==> src/rtl/aes_round_sequencer.sv <==
// aes_round_sequencer
//   Control block for the iterative AES-128 round datapath. The CPU loads the
//   key and plaintext through a 16-bit register window and then writes start.
//   The block performs the initial AddRoundKey itself. It then issues
//   NUM_ROUNDS req/ack transactions to the external round datapath, supplying
//   Rcon and a final-round flag with each one. At the end it latches the
//   ciphertext for readback and sets a sticky done flag.
//
// Ports
//   clk_i, reset            clock, asynchronous active-high reset
//   cpu_wr_en_i/rd_en_i     register window write/read strobes
//   cpu_addr_i, cpu_wdata_i word address and write data
//   cpu_rdata_o             registered read data (1-cycle latency)
//   busy_o, done_o          encryption in progress / sticky completion
//   dp_req_o .. dp_final_o  round request and operands to the datapath
//   dp_ack_i, dp_state_i,   datapath result handshake, next state and
//   dp_key_i                next round key
//
// Register map (word n of a 128-bit value = bits [127-16n -: 16])
//   0-7 key, 8-15 plaintext, 16 control (bit0 start, reads 0),
//   17 status {14'b0, done, busy}, 24-31 result. All other words read 0.
module aes_round_sequencer #(
    parameter int NUM_ROUNDS = 10,
    parameter int ADDR_W     = 5
) (
    input  logic              clk_i,
    input  logic              reset,
    input  logic              cpu_wr_en_i,
    input  logic              cpu_rd_en_i,
    input  logic [ADDR_W-1:0] cpu_addr_i,
    input  logic [15:0]       cpu_wdata_i,
    output logic [15:0]       cpu_rdata_o,
    output logic              busy_o,
    output logic              done_o,
    output logic              dp_req_o,
    output logic [127:0]      dp_state_o,
    output logic [127:0]      dp_key_o,
    output logic [7:0]        dp_rcon_o,
    output logic              dp_final_o,
    input  logic              dp_ack_i,
    input  logic [127:0]      dp_state_i,
    input  logic [127:0]      dp_key_i
);
    localparam int CNT_W  = $clog2(NUM_ROUNDS + 1);
    localparam int PAGE_W = ADDR_W - 3;

    typedef enum logic [1:0] {
        IDLE   = 2'd0,
        ADDKEY = 2'd1,
        ROUND  = 2'd2
    } fsm_t;

    fsm_t fsm_reg, fsm_next;

    logic [127:0]     key_reg, pt_reg, state_reg, rkey_reg, result_reg;
    logic [7:0]       rcon_reg;
    logic [CNT_W-1:0] cnt_reg;
    logic             done_reg;
    logic [15:0]      rdata_reg;

    // Address decode: the address splits into an 8-word page and a word index.
    logic [2:0]        word_sel;
    logic [PAGE_W-1:0] page;
    logic [6:0]        word_msb;
    logic              sel_key, sel_pt, sel_res, sel_ctrl, sel_stat;

    assign word_sel = cpu_addr_i[2:0];
    assign page     = cpu_addr_i[ADDR_W-1:3];
    // 127 - 16*n == {~n, 4'hF} for a 3-bit word index n
    assign word_msb = {~word_sel, 4'hF};
    assign sel_key  = (page == PAGE_W'(0));
    assign sel_pt   = (page == PAGE_W'(1));
    assign sel_res  = (page == PAGE_W'(3));
    assign sel_ctrl = (cpu_addr_i == ADDR_W'(16));
    assign sel_stat = (cpu_addr_i == ADDR_W'(17));

    logic cfg_wr, start_accept, last_round, ack_taken;
    logic [7:0] rcon_xtime;

    // Configuration writes (including start) are only honoured while idle.
    assign cfg_wr       = cpu_wr_en_i && (fsm_reg == IDLE);
    assign start_accept = cfg_wr && sel_ctrl && cpu_wdata_i[0];
    assign last_round   = (cnt_reg == CNT_W'(NUM_ROUNDS));
    assign ack_taken    = (fsm_reg == ROUND) && dp_ack_i;
    assign rcon_xtime   = {rcon_reg[6:0], 1'b0} ^ (rcon_reg[7] ? 8'h1B : 8'h00);

    // 16-bit word views of the readable 128-bit registers
    logic [15:0] key_words [8];
    logic [15:0] pt_words  [8];
    logic [15:0] res_words [8];

    generate
        for (genvar gi = 0; gi < 8; gi++) begin : g_words
            assign key_words[gi] = key_reg[127-16*gi -: 16];
            assign pt_words[gi]  = pt_reg[127-16*gi -: 16];
            assign res_words[gi] = result_reg[127-16*gi -: 16];
        end
    endgenerate

    // FSM state register
    always_ff @(posedge clk_i or posedge reset) begin
        if (reset) begin
            fsm_reg <= IDLE;
        end else begin
            fsm_reg <= fsm_next;
        end
    end

    // FSM next state
    always_comb begin
        fsm_next = fsm_reg;
        case (fsm_reg)
            IDLE:    if (start_accept) fsm_next = ADDKEY;
            ADDKEY:  fsm_next = ROUND;
            ROUND:   if (dp_ack_i && last_round) fsm_next = IDLE;
            default: fsm_next = IDLE;
        endcase
    end

    // Key and plaintext registers
    always_ff @(posedge clk_i or posedge reset) begin
        if (reset) begin
            key_reg <= '0;
            pt_reg  <= '0;
        end else if (cfg_wr) begin
            if (sel_key) key_reg[word_msb -: 16] <= cpu_wdata_i;
            if (sel_pt)  pt_reg[word_msb -: 16]  <= cpu_wdata_i;
        end
    end

    // Cipher state, round key, Rcon, round counter, result and done
    always_ff @(posedge clk_i or posedge reset) begin
        if (reset) begin
            state_reg  <= '0;
            rkey_reg   <= '0;
            rcon_reg   <= 8'h01;
            cnt_reg    <= '0;
            result_reg <= '0;
            done_reg   <= 1'b0;
        end else begin
            if (start_accept) begin
                done_reg <= 1'b0;
            end
            if (fsm_reg == ADDKEY) begin
                state_reg <= pt_reg ^ key_reg;
                rkey_reg  <= key_reg;
                cnt_reg   <= CNT_W'(1);
                rcon_reg  <= 8'h01;
            end
            if (ack_taken) begin
                state_reg <= dp_state_i;
                rkey_reg  <= dp_key_i;
                rcon_reg  <= rcon_xtime;
                if (last_round) begin
                    result_reg <= dp_state_i;
                    done_reg   <= 1'b1;
                end else begin
                    cnt_reg <= cnt_reg + CNT_W'(1);
                end
            end
        end
    end

    // Read mux. It reads the pre-edge values, so a read and a write to the
    // same word in the same cycle return the old contents.
    logic [15:0] rd_word;

    always_comb begin
        rd_word = '0;
        if (sel_key)       rd_word = key_words[word_sel];
        else if (sel_pt)   rd_word = pt_words[word_sel];
        else if (sel_res)  rd_word = res_words[word_sel];
        else if (sel_stat) rd_word = {14'b0, done_reg, busy_o};
    end

    always_ff @(posedge clk_i or posedge reset) begin
        if (reset) begin
            rdata_reg <= '0;
        end else if (cpu_rd_en_i) begin
            rdata_reg <= rd_word;
        end
    end

    // dp_req_o decodes directly from the FSM register, so an asynchronous
    // reset drops it without waiting for an edge.
    assign busy_o      = (fsm_reg != IDLE);
    assign done_o      = done_reg;
    assign dp_req_o    = (fsm_reg == ROUND);
    assign dp_final_o  = dp_req_o && last_round;
    assign dp_state_o  = state_reg;
    assign dp_key_o    = rkey_reg;
    assign dp_rcon_o   = rcon_reg;
    assign cpu_rdata_o = rdata_reg;

endmodule

==> config.mk <==
export PLATFORM = sky130hd
export DESIGN_NAME = aes_round_sequencer
export DESIGN_NICKNAME = d
export VERILOG_FILES = /design/src/rtl/aes_round_sequencer.sv
export SDC_FILE = /design/constraint.sdc
export NUM_CORES = 2
export LEC_CHECK = 0
export CAP_MARGIN = 20
export CORE_ASPECT_RATIO = 2
export CORE_MARGIN = 4
export CORE_UTILIZATION = 35
export DETAILED_ROUTE_END_ITERATION = 12
export PLACE_DENSITY_LB_ADDON = 0.1
export SLEW_MARGIN = 20
export SYNTH_ARGS = -nofsm -noshare
export SYNTH_HDL_FRONTEND = slang
export SYNTH_SLANG_ARGS = --single-unit
==> constraint.sdc <==
create_clock -name clk_i -period 33.1 [get_ports clk_i]
set_input_delay 6.62 -clock clk_i [delete_from_list [all_inputs] [get_ports clk_i]]
set_output_delay 6.62 -clock clk_i [all_outputs]
set_load 0.005 [all_outputs]
Word-level counts from Yosys, hierarchy flattened
Index checks and enable logic that the tools add are counted.
{"block": "classes", "reduce_logical": 14, "addsub": 2, "eq_ne": 9, "n_shift": 2, "n_lt_le_gt_ge": 1, "n_bitwise": 4, "muxes": 31}
{"operator": "$mux W128", "n": 4}
{"operator": "$bwmux W128", "n": 2}
{"operator": "$bmux W16 S3", "n": 3}
{"operator": "$mux W16", "n": 9}
{"operator": "$shift A16 B9 Y143 const A", "n": 1}
{"operator": "$shiftx A16 B9 Y143", "n": 1}
{"operator": "$xor A128 B128 Y128", "n": 1}
{"operator": "$mux W8", "n": 2}
{"operator": "$mux W4", "n": 3}
{"operator": "$eq A5 B5 Y1 const B", "n": 2}
{"operator": "$neg A7 Y9", "n": 1}
{"operator": "$reduce_and A2 Y1", "n": 4}
{"operator": "$xor A8 B5 Y8", "n": 1}
{"operator": "$logic_and A1 B1 Y1", "n": 6}
{"operator": "$mux W2", "n": 3}
{"operator": "$pmux W2 S3", "n": 1}
{"operator": "$mux W5", "n": 1}
{"operator": "$add A4 B1 Y4 const B", "n": 1}
{"operator": "$eq A2 B1 Y1 const B", "n": 2}
{"operator": "$eq A2 B2 Y1 const B", "n": 2}
{"operator": "$eq A4 B4 Y1 const B", "n": 1}
{"operator": "$ge A4 B4 Y1 const B", "n": 1}
{"operator": "$logic_not A2 Y1", "n": 2}
{"operator": "$not A3 Y4", "n": 1}
{"operator": "5 further kinds", "n": 8}
{"block": "word_totals", "regBits": 671, "in_bits": 282, "elab_cells": 73, "output_inout_bits": 284}

Depth between registers and ports, before layout
{"block": "depth", "depth_word": 7, "mapped_depth": 8, "ltp_nobuf": 7}

Worst setup path after synthesis
No wires, ideal clock.
{"block": "synth_timing", "path_kind": "input-to-reg", "from": "in cpu_addr_i[0]", "to": "reg pt_reg[0]", "required_time_ns": 32.975, "setup_ns": 0.125, "n_path_buf": 3, "arrival_time_ns": 8.082, "path_slack_ns": 24.894, "path_stages": 6, "path_cell_list": "buf_2 buf_2 nand2_1 nor3_2 buf_2 mux2_2"}
{"block": "synth_via", "elab_chain_cells": 4}
{"item": "start, declared", "line": "30", "rtl": "input logic [ADDR_W-1:0] cpu_addr_i,"}
{"item": "$not A3 Y3 *", "line": "70", "rtl": "assign word_msb = {~word_sel, 4'hF};"}
{"item": "$neg A7 Y9 *", "line": "127", "rtl": "if (sel_pt) pt_reg[word_msb -: 16] <= cpu_wdata_i;"}
{"item": "$shiftx A16 B9 Y143 / $shift A16 B9 Y143 (equally long branches)", "line": "127"}
{"item": "$bwmux W128 *", "line": "127"}
{"item": "end signal, assigned by index", "line": "127"}
{"item": "end, declared", "line": "55", "rtl": "logic [127:0] key_reg, pt_reg, state_reg, rkey_reg, result_reg;"}
Mark *: on every way between the ends. The rest lies on a longest branch, timed or not.
A chain may end at the register's enable or synchronous reset.

Worst setup path after layout
{"block": "layout_timing", "from": "in dp_ack_i", "to": "reg state_reg[27], in the netlist dp_state_o[27]"}
{"block": "layout_via", "elab_chain_cells": 2}
{"item": "start, declared", "line": "40", "rtl": "input logic dp_ack_i,"}
{"item": "$logic_and A1 B1 Y1 *", "line": "84", "rtl": "assign ack_taken = (fsm_reg == ROUND) && dp_ack_i;"}
{"item": "$mux W128 / $reduce_bool A2 Y1 (equally long branches)"}
{"item": "end signal, assigned", "line": "145", "rtl": "state_reg <= pt_reg ^ key_reg;"}
{"item": "end signal, assigned", "line": "151", "rtl": "state_reg <= dp_state_i;"}
{"item": "end, declared", "line": "55"}
Marked as above.

==> flow_metrics.tcl <==
set metrics [dict create \
    status "finished clean" \
    cts_root_buf "clkbuf_16" \
    crit_path_start_kind "input port" \
    ys_seq_area_share_pct 55.3 \
    numCtsBuffers 66 \
    drc 0 \
    die_y_um 425 \
    port_buffers 565 \
    max_cap_violations 0 \
    grt_overflow 0 \
    wirelength_mm 140 \
    post_drt_via_cell_ratio 5.61 \
    skew_ns 0.0305 \
    post-cts-setup-buffers 0 \
    r2r_setup_slack_ns 29.38 \
    grt_setup_unrepaired "no" \
    hold_path.class "register to register" \
    track_usage_pct 29.7 \
    insertion_delay_ns 0.65 \
    syn_area_per_cell_um2 12.3 \
    ios 566 \
    worst-setup-path-type "input port to register" \
    postRouteAntennaNets 0 \
    synth_cell_types 51 \
    finalSetupTns_ns 0 \
    fp-row-count 152 \
    start_util_pct 35.3 \
    first_iter_violations 1970 \
    mostFrequentLayoutCell "dfrtp_1" \
    cts_hold_buffers 0 \
    core_area_um2 86000 \
    synth_nets 2754 \
    h-tree-depth 3 \
    min_period_ns 9.48 \
    globalRouteMet1Util_pct 33.3 \
    power_mw 3.04 \
    cts_tree "built" \
    slew_viol_final 0 \
    relSlewSlack_pct 21.6 \
    antenna_found_initial 7 \
    tightestPinTransition_ns 1.17 \
    cp_max_fo 83 \
    routabilityCongestion 0.925 \
    max_freq_ghz 0.105 \
    power.density_nw_per_um2 77.7 \
    mostFrequentLayoutCells "dfrtp_1, clkdlybuf4s50_1, mux2_2" \
    finalInstanceArea_um2 39200 \
    cts.sinks 671 \
    grt_pass1_vias 24400 \
    via_count 23300 \
    postCtsResizedCells 0 \
    end_kind "register" \
    ys_ff_latch 671 \
    synth_top_area_share_pct 55.2 \
    required_ns 33.67 \
    globalRouteMet2Util_pct 51.3 \
    drt_first_pass_iters 5 \
    ys_warn_count 0 \
    die_w_um 216 \
    vdd_drop_max_mv 0.0402 \
    final_cells 4160 \
    grt_pass1_wl_mm 194 \
    critPathArrivalTime_ns 10.05 \
    hold_viol 0 \
    drive_above_1_share_pct 19.1 \
    die-area_um2 91900 \
    final_net_count 3232 \
    timing.final.crit_share_pct 28.6 \
    p_leak_nw 17.2 \
    netlist_area_um2 30400 \
    place_area_um2 37000 \
    clockBufferDepth 3 \
    synth_cells 2470 \
    synth.largest_area_cell "dfrtp_1" \
    clk_pin_slew_ns 0.07 \
    fill_cells 8099 \
    setup_viol 0 \
    dp_hpwl_mm 106 \
    synthTopCellsByArea "dfrtp_1, mux2_2, nand2_1, a221o_1, xnor2_1" \
    busiest_layer "met2" \
    wire_per_inst_um 33.6 \
    dp_cells 4035 \
    grtUsageMet3_pct 4.71 \
    areaGrowthSynthToFinish_pct 28.9 \
    grt_max_degree 156 \
]
-- layer usage --
| layer | vias up | share of wire [%] |
|---|---|---|
| met5 | - | 0.0093 |
| li1 | 9891 | - |
| met1 | 12100 | 36 |
| met3 | 271 | 5.2 |
| met4 | 2 | 8.6 |
| met2 | 1068 | 51 |
-- stage by stage --
stage	hold WS [ns]	setup WS [ns]	util, %
after floorplan	0.450	7.67	-
after global placement	0.458	22.71	43.0
after detailed placement	0.462	22.60	43.0
after CTS	0.478	23.29	45.5
after global routing	0.501	23.26	45.5
final	0.473	23.62	45.5
-- critical path, cell delays in order --
cell and delay (ns):
clkdlybuf4s50_1 0.48, and2_4 0.26, nor2_4 0.44, buf_4 0.82
buf_4 0.90, a221o_1 0.28
-- path summary, 6_finish.rpt --
| check | from | to | depth (start not counted) |
|---|---|---|---|
| worst max-delay path | dp_ack_i | dp_state_o[27]$_DFFE_PP0P_ | 6 |
| worst min-delay path | dp_key_o[101]$_DFFE_PP0P_ | dp_key_o[101]$_DFFE_PP0P_ | 2 |
| worst max register to register | fsm_reg[1]$_DFFE_PP0P_ | dp_state_o[27]$_DFFE_PP0P_ | 6 |
| worst min register to register | dp_key_o[101]$_DFFE_PP0P_ | dp_key_o[101]$_DFFE_PP0P_ | 2 |
| max in group asynchronous | reset | key_reg[7]$_DFFE_PP0P_ | 5 |
| min in group asynchronous | reset | dp_state_o[99]$_DFFE_PP0P_ | 2 |
-- cells by family after synthesis --
family | after synthesis | share of synthesized area [%]
AOI/OAI and AO/OA | 411 | 10.6
xor gates and xnor gates | 131 | 3.78
adders and majority gates | 2 | 0.0823
buffers and inverters | 195 | 2.83
DFF | 671 | 55.3
muxes | 502 | 19.9
and+or+nand+nor | 558 | 7.56
-- power by group --
group          total, mW  switching (mW)  internal (mW)
Sequential          1.34           0.263           1.08
Clock              0.782           0.350          0.432
Combinational      0.918           0.386          0.533
Total               3.04           0.999           2.04
-- cells in the mapped netlist (all sizes together) --
cell	count
a21oi	45
a221o	127
a221oi	2
a22oi	136
a31oi	1
a41oi	16
and2	4
and3	1
and4	1
and4b	1
buf	78
clkbuf	111
dfrtp	670
dfstp	1
ha	2
inv	6
mux2	385
mux2i	78
mux4	39
nand2	343
nand2b	6
nand3	20
nand3b	1
nand4	4
nor2	157
nor2b	7
nor3	4
nor3b	3
nor4b	2
nor4bb	1
o21ai	41
o21bai	1
o221ai	29
o22ai	13
or2	1
or3	2
xnor2	130
xor2	1
-- final cells by class --
| cell class | count | area [um2] | share of cell area [%] |
|---|---|---|---|
| Multi-Input combinational cell | 1604 | 12800 | 32.6 |
| Clock buffer | 99 | 1980 | 5.05 |
| Clock inverter | 20 | 196 | 0.502 |
| Antenna cell | 6 | 15.0 | 0.0384 |
| Inverter | 6 | 30.0 | 0.0767 |
| Tap cell | 1155 | 1450 | 3.69 |
| Timing Repair Buffer | 599 | 5920 | 15.1 |
| Sequential cell | 671 | 16800 | 42.9 |
No activity file was read; power rests on OpenSTA's default activity.
